File: src/rtl/port_fifo_dev.sv
// Port-bus responder exposing a TX byte FIFO, an RX byte FIFO, STATUS, SCRATCH and ID
// in a 4-word window. Define PORT_FIFO_DEV_IRQ_EN to add the irq output and STATUS[5:4] enables.
module port_fifo_dev #(
  parameter int                   WORD_SIZE  = 16,
  parameter logic [WORD_SIZE-1:0] BASE_ADDR  = 16'h0010,
  parameter int                   FIFO_DEPTH = 4,
  parameter logic [WORD_SIZE-1:0] DEV_ID     = 16'hC0DE
) (
  input  logic                 clk,
  input  logic                 reset_n,
  input  logic [WORD_SIZE-1:0] portaddr,
  input  logic [WORD_SIZE-1:0] portval,
  input  logic                 portget,
  input  logic                 portset,
  output logic [WORD_SIZE-1:0] portout,
  output logic [7:0]           tx_data,
  output logic                 tx_valid,
  input  logic                 tx_ready,
  input  logic [7:0]           rx_data,
  input  logic                 rx_valid,
  output logic                 rx_ready
`ifdef PORT_FIFO_DEV_IRQ_EN
  ,
  output logic                 irq
`endif
);

  localparam int PW = $clog2(FIFO_DEPTH);
  localparam int CW = PW + 1;

  typedef enum logic [1:0] {
    REG_DATA    = 2'd0,
    REG_STATUS  = 2'd1,
    REG_SCRATCH = 2'd2,
    REG_ID      = 2'd3
  } reg_e;

  logic [7:0]           tx_mem [FIFO_DEPTH];
  logic [7:0]           rx_mem [FIFO_DEPTH];
  logic [PW-1:0]        tx_rd, tx_wr, rx_rd, rx_wr;
  logic [CW-1:0]        tx_count, rx_count;
  logic                 txovf, rxunf;
  logic [WORD_SIZE-1:0] scratch;
  logic [WORD_SIZE-1:0] status;
  logic [WORD_SIZE-1:0] rdata;

  logic hit;
  reg_e offset;
  logic tx_full, tx_empty, rx_full, rx_empty;
  logic tx_push_req, tx_push, tx_pop;
  logic rx_pop_req, rx_pop, rx_push;
  logic status_wr;

  assign hit      = portaddr[WORD_SIZE-1:2] == BASE_ADDR[WORD_SIZE-1:2];
  assign offset   = reg_e'(portaddr[1:0]);

  assign tx_full  = tx_count == CW'(FIFO_DEPTH);
  assign tx_empty = tx_count == '0;
  assign rx_full  = rx_count == CW'(FIFO_DEPTH);
  assign rx_empty = rx_count == '0;

  assign tx_valid = !tx_empty;
  assign tx_data  = tx_mem[tx_rd];
  assign rx_ready = !rx_full;

  // A full FIFO still takes a push when the same edge pops, since the slot frees up.
  assign tx_push_req = portset && hit && offset == REG_DATA;
  assign tx_pop      = tx_valid && tx_ready;
  assign tx_push     = tx_push_req && (!tx_full || tx_pop);

  assign rx_pop_req  = portget && hit && offset == REG_DATA;
  assign rx_pop      = rx_pop_req && !rx_empty;
  assign rx_push     = rx_valid && rx_ready;

  assign status_wr   = portset && hit && offset == REG_STATUS;

`ifdef PORT_FIFO_DEV_IRQ_EN
  logic rxie, txie;
`endif

  always_comb begin
    status        = '0;
    status[0]     = !rx_empty;
    status[1]     = tx_full;
    status[2]     = txovf;
    status[3]     = rxunf;
`ifdef PORT_FIFO_DEV_IRQ_EN
    status[4]     = rxie;
    status[5]     = txie;
`endif
    status[8 +: CW] = rx_count;
  end

  // Read data reflects pre-write state when portget and portset coincide.
  always_comb begin
    rdata = '0;
    if (hit) begin
      unique case (offset)
        REG_DATA:    if (!rx_empty) rdata[7:0] = rx_mem[rx_rd];
        REG_STATUS:  rdata = status;
        REG_SCRATCH: rdata = scratch;
        REG_ID:      rdata = DEV_ID;
      endcase
    end
  end

  // NOTE: FIFO storage is reset too, so tx_data is a defined 0 out of reset rather than X.
  always_ff @(posedge clk or negedge reset_n) begin
    if (!reset_n) begin
      for (int i = 0; i < FIFO_DEPTH; i++) tx_mem[i] <= '0;
      tx_rd    <= '0;
      tx_wr    <= '0;
      tx_count <= '0;
    end else begin
      if (tx_push) begin
        tx_mem[tx_wr] <= portval[7:0];
        tx_wr         <= tx_wr + PW'(1);
      end
      if (tx_pop) tx_rd <= tx_rd + PW'(1);
      unique case ({tx_push, tx_pop})
        2'b10:   tx_count <= tx_count + CW'(1);
        2'b01:   tx_count <= tx_count - CW'(1);
        default: ;
      endcase
    end
  end

  always_ff @(posedge clk or negedge reset_n) begin
    if (!reset_n) begin
      for (int i = 0; i < FIFO_DEPTH; i++) rx_mem[i] <= '0;
      rx_rd    <= '0;
      rx_wr    <= '0;
      rx_count <= '0;
    end else begin
      if (rx_push) begin
        rx_mem[rx_wr] <= rx_data;
        rx_wr         <= rx_wr + PW'(1);
      end
      if (rx_pop) rx_rd <= rx_rd + PW'(1);
      unique case ({rx_push, rx_pop})
        2'b10:   rx_count <= rx_count + CW'(1);
        2'b01:   rx_count <= rx_count - CW'(1);
        default: ;
      endcase
    end
  end

  // Sticky flags: a new set event on the same edge as a write-1-to-clear wins.
  always_ff @(posedge clk or negedge reset_n) begin
    if (!reset_n) begin
      txovf   <= 1'b0;
      rxunf   <= 1'b0;
      scratch <= '0;
      portout <= '0;
    end else begin
      txovf <= (tx_push_req && !tx_push) || (txovf && !(status_wr && portval[2]));
      rxunf <= (rx_pop_req && rx_empty) || (rxunf && !(status_wr && portval[3]));
      if (portset && hit && offset == REG_SCRATCH) scratch <= portval;
      if (portget) portout <= rdata;
    end
  end

`ifdef PORT_FIFO_DEV_IRQ_EN
  always_ff @(posedge clk or negedge reset_n) begin
    if (!reset_n) begin
      rxie <= 1'b0;
      txie <= 1'b0;
      irq  <= 1'b0;
    end else begin
      if (status_wr) begin
        rxie <= portval[4];
        txie <= portval[5];
      end
      irq <= (rxie && !rx_empty) || (txie && tx_empty);
    end
  end
`endif

endmodule

File: config.mk
export PLATFORM = sky130hd
export DESIGN_NAME = port_fifo_dev
export DESIGN_NICKNAME = d
export VERILOG_FILES = /design/src/rtl/port_fifo_dev.sv
export SDC_FILE = /design/constraint.sdc
export NUM_CORES = 1
export LEC_CHECK = 0
export CORE_ASPECT_RATIO = 2
export CORE_MARGIN = 4
export CORE_UTILIZATION = 56
export CTS_CLUSTER_DIAMETER = 60
export DETAILED_ROUTE_END_ITERATION = 7
export PLACE_DENSITY = 0.83
export SYNTH_ARGS = -nofsm -noshare
export SYNTH_HDL_FRONTEND = slang
export SYNTH_SLANG_ARGS = --single-unit
File: constraint.sdc
create_clock -name clk -period 4.4 [get_ports clk]
set_clock_uncertainty 0.15 [all_clocks]
set_input_delay 0.88 -clock clk [delete_from_list [all_inputs] [get_ports clk]]
set_output_delay 0.88 -clock clk [all_outputs]
set_load 0.05 [all_outputs]
==> results of run 1 <==
state kept, by name (all words and copies together) (netlist names):
signal,count
rx_rd,2
txovf,1
tx_count,3
portout,16
rxunf,1
tx_rd,2
rx_wr,2
tx_mem,32
rx_count,3
rx_mem,32
scratch,16
tx_wr,2
cell usage in the layout (no fill, tap or decap), drive strengths merged, types with 5 or more instances in the layout:
cell,n
clkdlybuf4s50,70
mux4,16
buf,7
ha,10
inv,22
a21oi,9
o32ai,7
nand3,5
nor2,12
o2bb2ai,5
clkbuf,10
o21ai,8
nand2,13
xnor2,7
dfrtp,112
mux2,81
xor2,5
worst max-delay path, delay by kind of cell:
| family | cells | cell delay, ps |
|---|---|---|
| AND/OR/NAND/NOR | 5 | 1330 |
| buffers and inverters | 2 | 500 |
| adder cells (fa/ha/maj) | 2 | 600 |
| XOR/XNOR | 2 | 320 |
area by class of cell:
class	instances	area share
Inverter	21	0.0125
Multi-Input combinational cell	218	0.358
Clock inverter	6	0.0109
Timing Repair Buffer	77	0.119
Sequential cell	112	0.443
Clock buffer	10	0.0362
Tap cell	102	0.0202
worst min-delay path by stage:
stage / from / cells past startpoint / endpoint
finish: tx_mem[11]$_DFFE_PN0P_ / 1 / tx_mem[11]$_DFFE_PN0P_
CTS: tx_mem[6]$_DFFE_PN0P_ / 1 / tx_mem[6]$_DFFE_PN0P_
detailed placement: tx_mem[11]$_DFFE_PN0P_ / 1 / tx_mem[11]$_DFFE_PN0P_
global route: tx_mem[6]$_DFFE_PN0P_ / 1 / tx_mem[6]$_DFFE_PN0P_
global placement: tx_mem[3]$_DFFE_PN0P_ / 1 / tx_mem[3]$_DFFE_PN0P_
floorplan: tx_mem[11]$_DFFE_PN0P_ / 1 / tx_mem[11]$_DFFE_PN0P_
cell families (layout without fill, tap and decap cells):
logic type,Yosys count,after routing,share of synthesized area
compound gates,42,42,0.0560
xor+xnor,12,12,0.0202
fa+ha+maj,12,12,0.0317
buf+inv,33,114,0.0267
flops,112,112,0.538
mux,98,98,0.253
simple gates,54,54,0.0742
synth_stat cells, drive strengths merged (7+ instances only):
| cell type | number |
|---|---|
| inv | 21 |
| ha | 10 |
| xnor2 | 7 |
| clkbuf | 7 |
| nand2 | 13 |
| dfrtp | 112 |
| o21ai | 8 |
| o32ai | 7 |
| mux2 | 81 |
| mux4 | 16 |
| a21oi | 9 |
| nor2 | 12 |
where the power goes:
part | total (mW) | leakage (nW) | internal (mW) | switching [mW]
clock network | 0.814 | 0.143 | 0.445 | 0.369
logic | 0.660 | 1.20 | 0.369 | 0.291
registers | 1.40 | 1.47 | 1.23 | 0.168
per-stage QoR:
stage | total power, mW | area [um2]
2_1_floorplan | 1.86 | 5210
3_3_place_gp | 2.04 | 6030
3_5_place_dp | 2.08 | 6030
4_1_cts | 2.90 | 6330
5_1_grt | 3.04 | 6330
6_report | 2.87 | 6330
routing by layer:
metal / share of wire / GRT usage / up-vias
li1: - / - / 1470
met1: 0.35 / 0.218 / 1676
met2: 0.58 / 0.397 / 83
met3: 0.035 / 0.0380 / 32
met4: 0.037 / 0.104 / 0
met5: 0 / 0 / -
==> key figures, run 1 <==
Drt
  – DRT Wirelength: approximately 11000 um
  – DRT antenna net count: 0
  – First-pass DRT Iterations: 4
  – Drt via density: around 6.0
  – Via count: roughly 3300
  – Post-route DRC: 0
  – Initial DRC Count: around 150
  – DR WL/cell: ~20 um

Critical path
  – Worst EP arrival: between 3000 and 4000 ps
  – Startpoint class of the critical path: primary input
  – Crit path capture: rx_count[2]$_DFFE_PN0P_
  – Kind of critical path: in -> reg
  – Crit end category: register
  – Reg-to-Reg Start: tx_count[0]$_DFFE_PN0P_
  – Slowest Stage Delay on Critical Path: approximately 440 ps
  – Reg2reg path depth: 8
  – Cells along the critical path: clkdlybuf4s50_1 -> nor4b_4 -> and4_1 -> nand2_1 -> nor3_1 -> ha_1 -> inv_1 -> fa_1 -> xor2_1 -> nor2_1 -> xor2_1
  – Max Fanout on Critical Path: 12
  – Required time of the critical path: around 4500 ps
  – Critical Path Source: portaddr[3]
  – Slowest CP cell: clkdlybuf4s50_1
  – R2R Path End: tx_count[2]$_DFFE_PN0P_
  – Most frequent CP cell: xor2_1
  – Reg-to-reg setup timing slack: roughly 1800 ps

Yosys
  – Avg Cell Area, Syn: 14.4 um2
  – Main synth FF type: dfrtp_1
  – Synthesized Nets: between 400 and 500
  – Synthesized cell area: roughly 5200 um2
  – Synth top area cells: dfrtp_1 (54%), mux2_2 (13%), mux4_2 (6.9%), mux2_4 (2.9%), ha_1 (2.4%)
  – Post-synthesis sequential area ratio: 0.538
  – Top-area cell type share of the netlist area: 0.538
  – Yosys Warn Count: 0
  – Synth Instances: 363
  – Yosys cell types: 45
  – Async set-or-reset flop fraction in the synthesized netlist: 1.00
  – Synth area leader: dfrtp_1
  – #FFs+latches synth: ~110
  – Number of flops mapped to enable cells by yosys: 0

Final layout
  – Antenna cells: 0
  – Fraction of layout cells with a size suffix above 1: 0.270
  – Fin nets: just under 500
  – Multi-input gate area: about 2300 um2
  – # fillers: roughly 630
  – Non-Filler Instances: approximately 550
  – Register Area: roughly 2800 um2
  – Fin util: 0.702
  – Synth-to-Final Area Change: 21.5%

GRT
  – Vias in the first global route: around 3700
  – Grt total ovfl: 0
  – First-pass GRT wire length: between 15000 and 20000 um
  – Total GRT Usage: 0.210
  – Largest net degree at the start of global routing: between 50 and 60
  – Initial antenna violation count: 0

Flow run
  – Max-Cap Viols: 0

Clock network
  – CTS clk-pin slew, worst paths: 70 ps
  – CTS Buffer Depth: 2
  – Post-CTS Setup Inserts: 0
  – Max H-tree Level: 3
  – Hold buffer count at CTS: 0
  – Worst skew pair latency: 350 ps
  – CTS tree: built
  – Clk sinks: approximately 110
  – Clock buffer count from CTS: 9
  – Post-cts gate resize count: 0
  – CTS Root Cell: clkbuf_16

Timing
  – Worst slew margin: 0.558
  – Pins Over Slew Limit: 0
  – Sum Neg Setup Slack: 0 ps
  – Fin crit share: 0.800
  – Setup violations, final: 0
  – Min Hold Slack: 337 ps
  – Actual slew at the worst max-slew pin: roughly 660 ps
  – RSZ-0062 raised after global routing: no
  – Final WS setup: about 900 ps
  – Fmax: approximately 280 MHz
  – Minimum clock period: 3520 ps
  – Final Hold Fails: 0

Floorplanning
  – Die ar.: about 11000 um2
  – I/O pin count: 72
  – Cell Rows: 49
  – Die W: 76.2 um
  – Initial core utilization: 0.578
  – Core area: 9010 um2
  – Chip height: 144 um

Place
  – Final GP Congestion: about 0.83
  – Place WS: 509 ps
  – Detail Placement HPWL: roughly 8000 um
  – # port buffers: slightly above 70
  – Placed Cells: between 500 and 600

Min path
  – Hold crit path type: reg -> reg

Power and ir drop
  – Peak VDD IR: 0.338 mV
  – P_leak: 2.82 nW
  – Power per cell area: roughly 450 nW/um2

Outcome
  – Status: finished, final reports clean
No activity file was read; power rests on OpenSTA's default activity.
==> run 2: changes to the inputs <==
--- a/config.mk
+++ b/config.mk
@@ -7,10 +7,10 @@
 export LEC_CHECK = 0
 export CORE_ASPECT_RATIO = 2
 export CORE_MARGIN = 4
-export CORE_UTILIZATION = 56
+export CORE_UTILIZATION = 55
 export CTS_CLUSTER_DIAMETER = 60
 export DETAILED_ROUTE_END_ITERATION = 7
-export PLACE_DENSITY = 0.83
+export PLACE_DENSITY = 0.82
 export SYNTH_ARGS = -nofsm -noshare
 export SYNTH_HDL_FRONTEND = slang
 export SYNTH_SLANG_ARGS = --single-unit
==> constraint.sdc (replaced) <==
create_clock -name clk -period 3.3 [get_ports clk]
set_clock_uncertainty 0.15 [all_clocks]
set_input_delay 0.66 -clock clk [delete_from_list [all_inputs] [get_ports clk]]
set_output_delay 0.66 -clock clk [all_outputs]
set_load 0.05 [all_outputs]
==> run 2 against run 1 <==
Register-to-register slack worse by 980 ps. Clock power up 33%. Largest power group unchanged. First-iteration DRC count up 11%. Critical path type is now reg -> out. Non-clock buffer count up 6. Flip-flop and latch count unchanged.
==> key figures, run 2 (same netlist as run 1, synthesis figures left out) <==
Outcome
  – Status: finished, final reports clean

Critical path
  – Required time of the critical path: 2490 ps (-2030 ps)
  – Reg-to-reg setup timing slack: 830 ps (-980 ps)
  – Cells along the critical path: mux4_2 -> clkdlybuf4s50_1
  – Kind of critical path: reg -> out
  – R2R Path End: tx_count[2]$_DFFE_PN0P_
  – Slowest Stage Delay on Critical Path: 710 ps (+270 ps)
  – Worst EP arrival: 2360 ps (-1280 ps)
  – Slowest CP cell: dfrtp_1
  – Reg-to-Reg Start: tx_count[0]$_DFFE_PN0P_
  – Startpoint class of the critical path: register
  – Crit end category: output pin
  – Reg2reg path depth: 8 (unchanged)
  – Max Fanout on Critical Path: 9 (-3)

Place
  – Dpl cell area: 6090 um2 (+1.0%)
  – Final GP Congestion: 0.832 (+0.84%)
  – # port buffers: 71 (unchanged)
  – Detail Placement HPWL: 8500 um (+3.5%)
  – Placed Cells: 538 (+1.5%)

Clock network
  – CTS clk-pin slew, worst paths: 70 ps (about the same)
  – Max H-tree Level: 3 (unchanged)
  – CTS tree: built
  – Worst skew pair latency: 350 ps (about the same)
  – Clock buffer count from CTS: 9 (unchanged)
  – Post-CTS Setup Inserts: 0 (unchanged)
  – CTS Root Cell: clkbuf_16
  – CTS Buffer Depth: 2 (unchanged)
  – Hold buffer count at CTS: 0 (unchanged)
  – Clk sinks: 112 (unchanged)
  – Post-cts gate resize count: 0 (unchanged)

Timing
  – Worst slew margin: 0.534 (-0.0245)
  – Fin crit share: 0.959
  – Fmax: 316 MHz
  – Setup violations, final: 0 (unchanged)
  – Sum Neg Setup Slack: 0 ps (unchanged)
  – Final Hold Fails: 0 (unchanged)
  – Minimum clock period: about 3200 ps
  – Actual slew at the worst max-slew pin: 699 ps (+36.8 ps)
  – RSZ-0062 raised after global routing: no
  – Pins Over Slew Limit: 0 (unchanged)

GRT
  – Grt total ovfl: 0 (unchanged)
  – Largest net degree at the start of global routing: 60 (+13%)
  – Initial antenna violation count: 0 (unchanged)
  – First-pass GRT wire length: 18600 um (+3.2%)
  – Vias in the first global route: 3696 (+1.3%)
  – Total GRT Usage: 0.215 (+0.00564)

Final layout
  – Fraction of layout cells with a size suffix above 1: 0.280 (+0.00973)
  – Fin nets: 503 (+1.2%)
  – Multi-input gate area: 2270 um2 (unchanged)
  – Most frequent cells in the layout: dfrtp_1 (112), clkdlybuf4s50_1 (70), mux2_2 (61)
  – Commonest non-fill, non-tap cell in the layout: dfrtp_1
  – Register Area: 2800 um2 (unchanged)
  – # fillers: 646 (+3.4%)
  – Final instance area: 6390 um2 (+0.95%)
  – Non-Filler Instances: 554 (+1.5%)
  – Antenna cells: 0 (unchanged)
  – Fin util: 0.685 (-0.0168)
  – Synth-to-Final Area Change: 22.6%
  – Top flop regs: rx_mem x32, tx_mem x32

Drt
  – Drt via density: 5.88 (-1.5%)
  – First-pass DRT Iterations: 4 (unchanged)
  – Via count: 3260 (-0.031%)
  – DRT antenna net count: 0 (unchanged)
  – DR WL/cell: 20.5 um (+3.2%)
  – Post-route DRC: 0 (unchanged)
  – DRT Wirelength: 11300 um (+4.7%)
  – Initial DRC Count: 167 (+11%)

Floorplanning
  – Core area: 9320 um2 (+3.4%)
  – Initial core utilization: 0.559 (-0.0192)
  – Cell Rows: 50 (+2.0%)
  – Die ar.: 11200 um2 (+1.7%)
  – I/O pin count: 72 (unchanged)
  – Chip height: 146 um (+0.86%)
  – Die W: 76.8 um (+0.81%)

Power and ir drop
  – Clk pwr share: 0.279 (-0.004)
  – Logic gate share of total power: 0.238 (+0.008)
  – P_int: 2.74 mW (+34%)
  – Power per cell area: 604 nW/um2 (+33%)
  – Switching share of power: 0.290 (+0.00197)
  – P_leak: 2.85 nW (+1.2%)
  – Design Power: 3.86 mW (+34%)
  – Sequential Power Share: 0.483 (-0.004)
  – Peak VDD IR: 0.471 mV (+39%)
  – NetSw: 1.12 mW (+35%)

Min path
  – Hold crit path type: in -> async

Flow run
  – Max-Cap Viols: 0 (unchanged)
==> run 2: changes by cell type in the layout (fill, tap and decap cells not counted) <==
cell,change
buf_4,+5
buf_12,+1
==> run 2: critical path: cells and delay by family (launching register included) <==
| family | cells | cell delay (ps) |
|---|---|---|
| DFF | 1 | 710 |
| buffers and inverters | 1 | 710 |
| muxes | 1 | 580 |
==> run 2: how the worst max path moves through the flow <==
stage | startpoint | endpoint | slack (ps) | cells after the start
2_1_floorplan | portaddr[3] | rx_count[2]$_DFFE_PN0P_ | 450 | 11
3_3_place_gp | portaddr[3] | rx_count[2]$_DFFE_PN0P_ | 130 | 11
3_5_place_dp | portaddr[6] | rx_count[2]$_DFFE_PN0P_ | 9 | 11
4_1_cts | tx_rd[0]$_DFFE_PN0P_ | tx_data[2] | 90 | 2
5_1_grt | tx_rd[0]$_DFFE_PN0P_ | tx_data[7] | 20 | 2
6_report | tx_rd[0]$_DFFE_PN0P_ | tx_data[2] | 130 | 2
==> run 2: through the flow <==
step                hold WS (ps)  setup WS, ps
finish                       190           135
global route                 233          17.7
CTS                          222          89.2
detailed placement           324          8.83
global placement             313           133
floorplan                    214           455
==> run 2: metal layers <==
| layer | global-route usage | wire length (um) | part of all wire | up-vias |
|---|---|---|---|---|
| li1 | - | - | - | 1481 |
| met1 | 0.219 | 3910 | 0.35 | 1687 |
| met4 | 0.0998 | 400 | 0.035 | 0 |
| met5 | 0 | 0 | 0 | - |
| met3 | 0.0409 | 349 | 0.031 | 26 |
| met2 | 0.410 | 6670 | 0.59 | 66 |
==> run 2: power by group through the flow <==
stage          Sequential, mW  Combinational (mW)  Clock [mW]
5_1_grt                  1.90                1.01        1.16
3_5_place_dp             1.89               0.909           0
6_report                 1.87               0.917        1.08
4_1_cts                  1.86               0.930        1.09
2_1_floorplan            1.77               0.705           0
3_3_place_gp             1.86               0.866           0
==> run 2: area by class of cell <==
type	count	share of cell area
multi-input cells	218	0.355
repair buffers	83	0.127
clock buffers	10	0.0358
inverters	21	0.0123
clock inverters	6	0.0108
flip-flops and latches	112	0.439
well taps	104	0.0204
==> run 3: changes to the inputs <==
--- a/config.mk
+++ b/config.mk
@@ -7,10 +7,9 @@
 export LEC_CHECK = 0
 export CORE_ASPECT_RATIO = 2
 export CORE_MARGIN = 4
-export CORE_UTILIZATION = 55
-export CTS_CLUSTER_DIAMETER = 60
+export CORE_UTILIZATION = 49
 export DETAILED_ROUTE_END_ITERATION = 7
-export PLACE_DENSITY = 0.82
+export PLACE_DENSITY = 0.77
 export SYNTH_ARGS = -nofsm -noshare
 export SYNTH_HDL_FRONTEND = slang
 export SYNTH_SLANG_ARGS = --single-unit
==> constraint.sdc (replaced) <==
create_clock -name clk -period 2.65 [get_ports clk]
set_clock_uncertainty 0.15 [all_clocks]
set_input_delay 0.53 -clock clk [delete_from_list [all_inputs] [get_ports clk]]
set_output_delay 0.53 -clock clk [all_outputs]
set_load 0.05 [all_outputs]
==> run 3 against run 2 <==
Hold slack got worse by 140 ps. Sequential share of layout area fell by 1.7 points. First-iteration DRC count down 22%. Highest routed layer unchanged.
==> key figures, run 3 (same netlist as run 1, synthesis figures left out) <==
Timing
  – Actual slew at the worst max-slew pin: 627 ps (-72.8 ps)
  – Final Hold Fails: 0 (unchanged)
  – Minimum clock period: ~2500 ps
  – Fmax: 393 MHz
  – Worst slew margin: 0.582 (+0.0485)
  – Min Hold Slack: 51.2 ps (-139 ps)
  – Final WS setup: 105 ps (-30.0 ps)
  – Fin crit share: 0.960
  – Pins Over Slew Limit: 0 (unchanged)
  – Setup violations, final: 0 (unchanged)

Place
  – Detail Placement HPWL: 8860 um (+4.2%)
  – Place WS: -354 ps (-363 ps)
  – # port buffers: 71 (unchanged)
  – Final GP Congestion: 0.859 (+3.3%)

Floorplanning
  – Core area: 10500 um2 (+12%)
  – I/O pin count: 72 (unchanged)
  – Initial core utilization: 0.497 (-0.0617)
  – Chip height: 154 um (+5.6%)
  – Cell Rows: 53 (+6.0%)
  – Die W: 80.9 um (+5.3%)
  – Die ar.: 12400 um2 (+11%)

Final layout
  – Top flop regs: rx_mem x32, tx_mem x32
  – Most frequent cells in the layout: dfrtp_1 (112), mux2_2 (61), clkdlybuf4s50_1 (50)
  – Multi-input gate area: 2280 um2 (+0.55%)
  – Antenna cells: 0 (unchanged)
  – Fin nets: 526 (+4.6%)
  – Register Area: 2800 um2 (unchanged)
  – # fillers: 819 (+27%)
  – Synth-to-Final Area Change: 27.5%
  – Fraction of layout cells with a size suffix above 1: 0.340 (+0.0604)
  – Commonest non-fill, non-tap cell in the layout: dfrtp_1

Flow run
  – Max-Cap Viols: 0 (unchanged)

Clock network
  – CTS Buffer Depth: 2 (unchanged)
  – CTS clk-pin slew, worst paths: 70 ps (about the same)
  – Clk sinks: 112 (unchanged)
  – Clock buffer count from CTS: 9 (unchanged)
  – CTS tree: built
  – Worst skew pair latency: 340 ps (about the same)
  – Max H-tree Level: 3 (unchanged)
  – CTS Root Cell: clkbuf_16

Critical path
  – Worst EP arrival: 1870 ps (-490 ps)
  – Max Fanout on Critical Path: 4 (-5)
  – Required time of the critical path: 1970 ps (-520 ps)
  – Delay-heaviest family, CP: buffers and inverters
  – Startpoint class of the critical path: register
  – Cells along the critical path: or3_1 -> clkdlybuf4s50_1
  – Buffers & Inverters on Critical Path: 1 (unchanged)
  – Kind of critical path: reg -> out
  – Slowest CP cell: clkdlybuf4s50_1
  – Crit end category: output pin
  – Slowest Stage Delay on Critical Path: 710 ps (about the same)

Drt
  – Via count: 3310 (+1.5%)
  – Drt via density: 5.43 (-7.8%)
  – First-pass DRT Iterations: 4 (unchanged)
  – DR WL/cell: 18.6 um (-9.0%)
  – Post-route DRC: 0 (unchanged)
  – DRT antenna net count: 0 (unchanged)
  – DRT Wirelength: 11400 um (+0.19%)
  – Initial DRC Count: 131 (-22%)

Power and ir drop
  – Peak VDD IR: 0.568 mV (+21%)
  – P_leak: 3.10 nW (+8.7%)
  – Power per cell area: 724 nW/um2 (+20%)

GRT
  – First-pass GRT wire length: 18600 um (-0.37%)
  – Grt total ovfl: 0 (unchanged)
  – Largest net degree at the start of global routing: 48 (-20%)
  – Initial antenna violation count: 0 (unchanged)
  – Vias in the first global route: 3716 (+0.54%)
  – Total GRT Usage: 0.198 (-0.0168)

Min path
  – Hold crit path type: in -> async

Outcome
  – Status: finished, final reports clean
## run 3: cell types whose count changed in the layout (fill, tap and decap cells not counted), sizes merged
| cell | delta |
|---|---|
| clkdlybuf4s50 | -20 |
| clkinvlp | -1 |
| inv | -1 |
| buf | +31 |
| clkbuf | +1 |
| dlymetal6s2s | +12 |
| clkinv | +1 |
## run 3: final cells by class
cell class	count	area share
Clock buffer	11	0.0350
Clock inverter	5	0.00866
Inverter	21	0.0119
Multi-Input combinational cell	218	0.343
Sequential cell	112	0.422
Tap cell	137	0.0258
Timing Repair Buffer	106	0.153
## run 3: repair_timing
item,in CTS,in global routing
gates resized for setup,0,14
hold buffers,0,0
endpoints found under the hold margin,0,0
setup endpoints to repair,0,2
buffers inserted,0,1
## run 3: worst paths after layout
kind                                          from                       to  slack [ps]  cells after the start
max                        tx_count[2]$_DFFE_PN0P_                 tx_valid         100                      2
min                                        reset_n  scratch[10]$_DFFE_PN0P_          50                      1
max reg2reg                tx_count[0]$_DFFE_PN0P_  tx_count[2]$_DFFE_PN0P_         320                      8
min reg2reg                 tx_mem[19]$_DFFE_PN0P_   tx_mem[19]$_DFFE_PN0P_         340                      1
max in group asynchronous                  reset_n   rx_mem[17]$_DFFE_PN0P_        1620                      2
min in group clk            tx_mem[19]$_DFFE_PN0P_   tx_mem[19]$_DFFE_PN0P_         340                      1
## run 3: metal layers
layer,part of all wire,wire [um],vias up,GRT usage
met1,0.34,3910,1689,0.200
met3,0.025,285,32,0.0387
met4,0.044,500,0,0.0991
met5,0,0,-,0
li1,-,-,1524,-
met2,0.59,6670,65,0.370
## run 3: report_power, final
part	switching, mW	internal [mW]
combinational	0.531	0.679
clock	0.579	0.734
sequential	0.247	2.04
## run 3: through the flow
stage          instances  power (mW)  instance area [um2]  setup TNS [ps]  utilization
2_1_floorplan        363        3.08                 5230               0            -
3_3_place_gp         593        3.46                 6310            -795        0.602
3_5_place_dp         593        3.55                 6310           -1450        0.602
4_1_cts              609        4.86                 6600               0        0.630
5_1_grt              610        5.07                 6640           -17.0        0.634
6_report             610        4.81                 6640               0        0.634
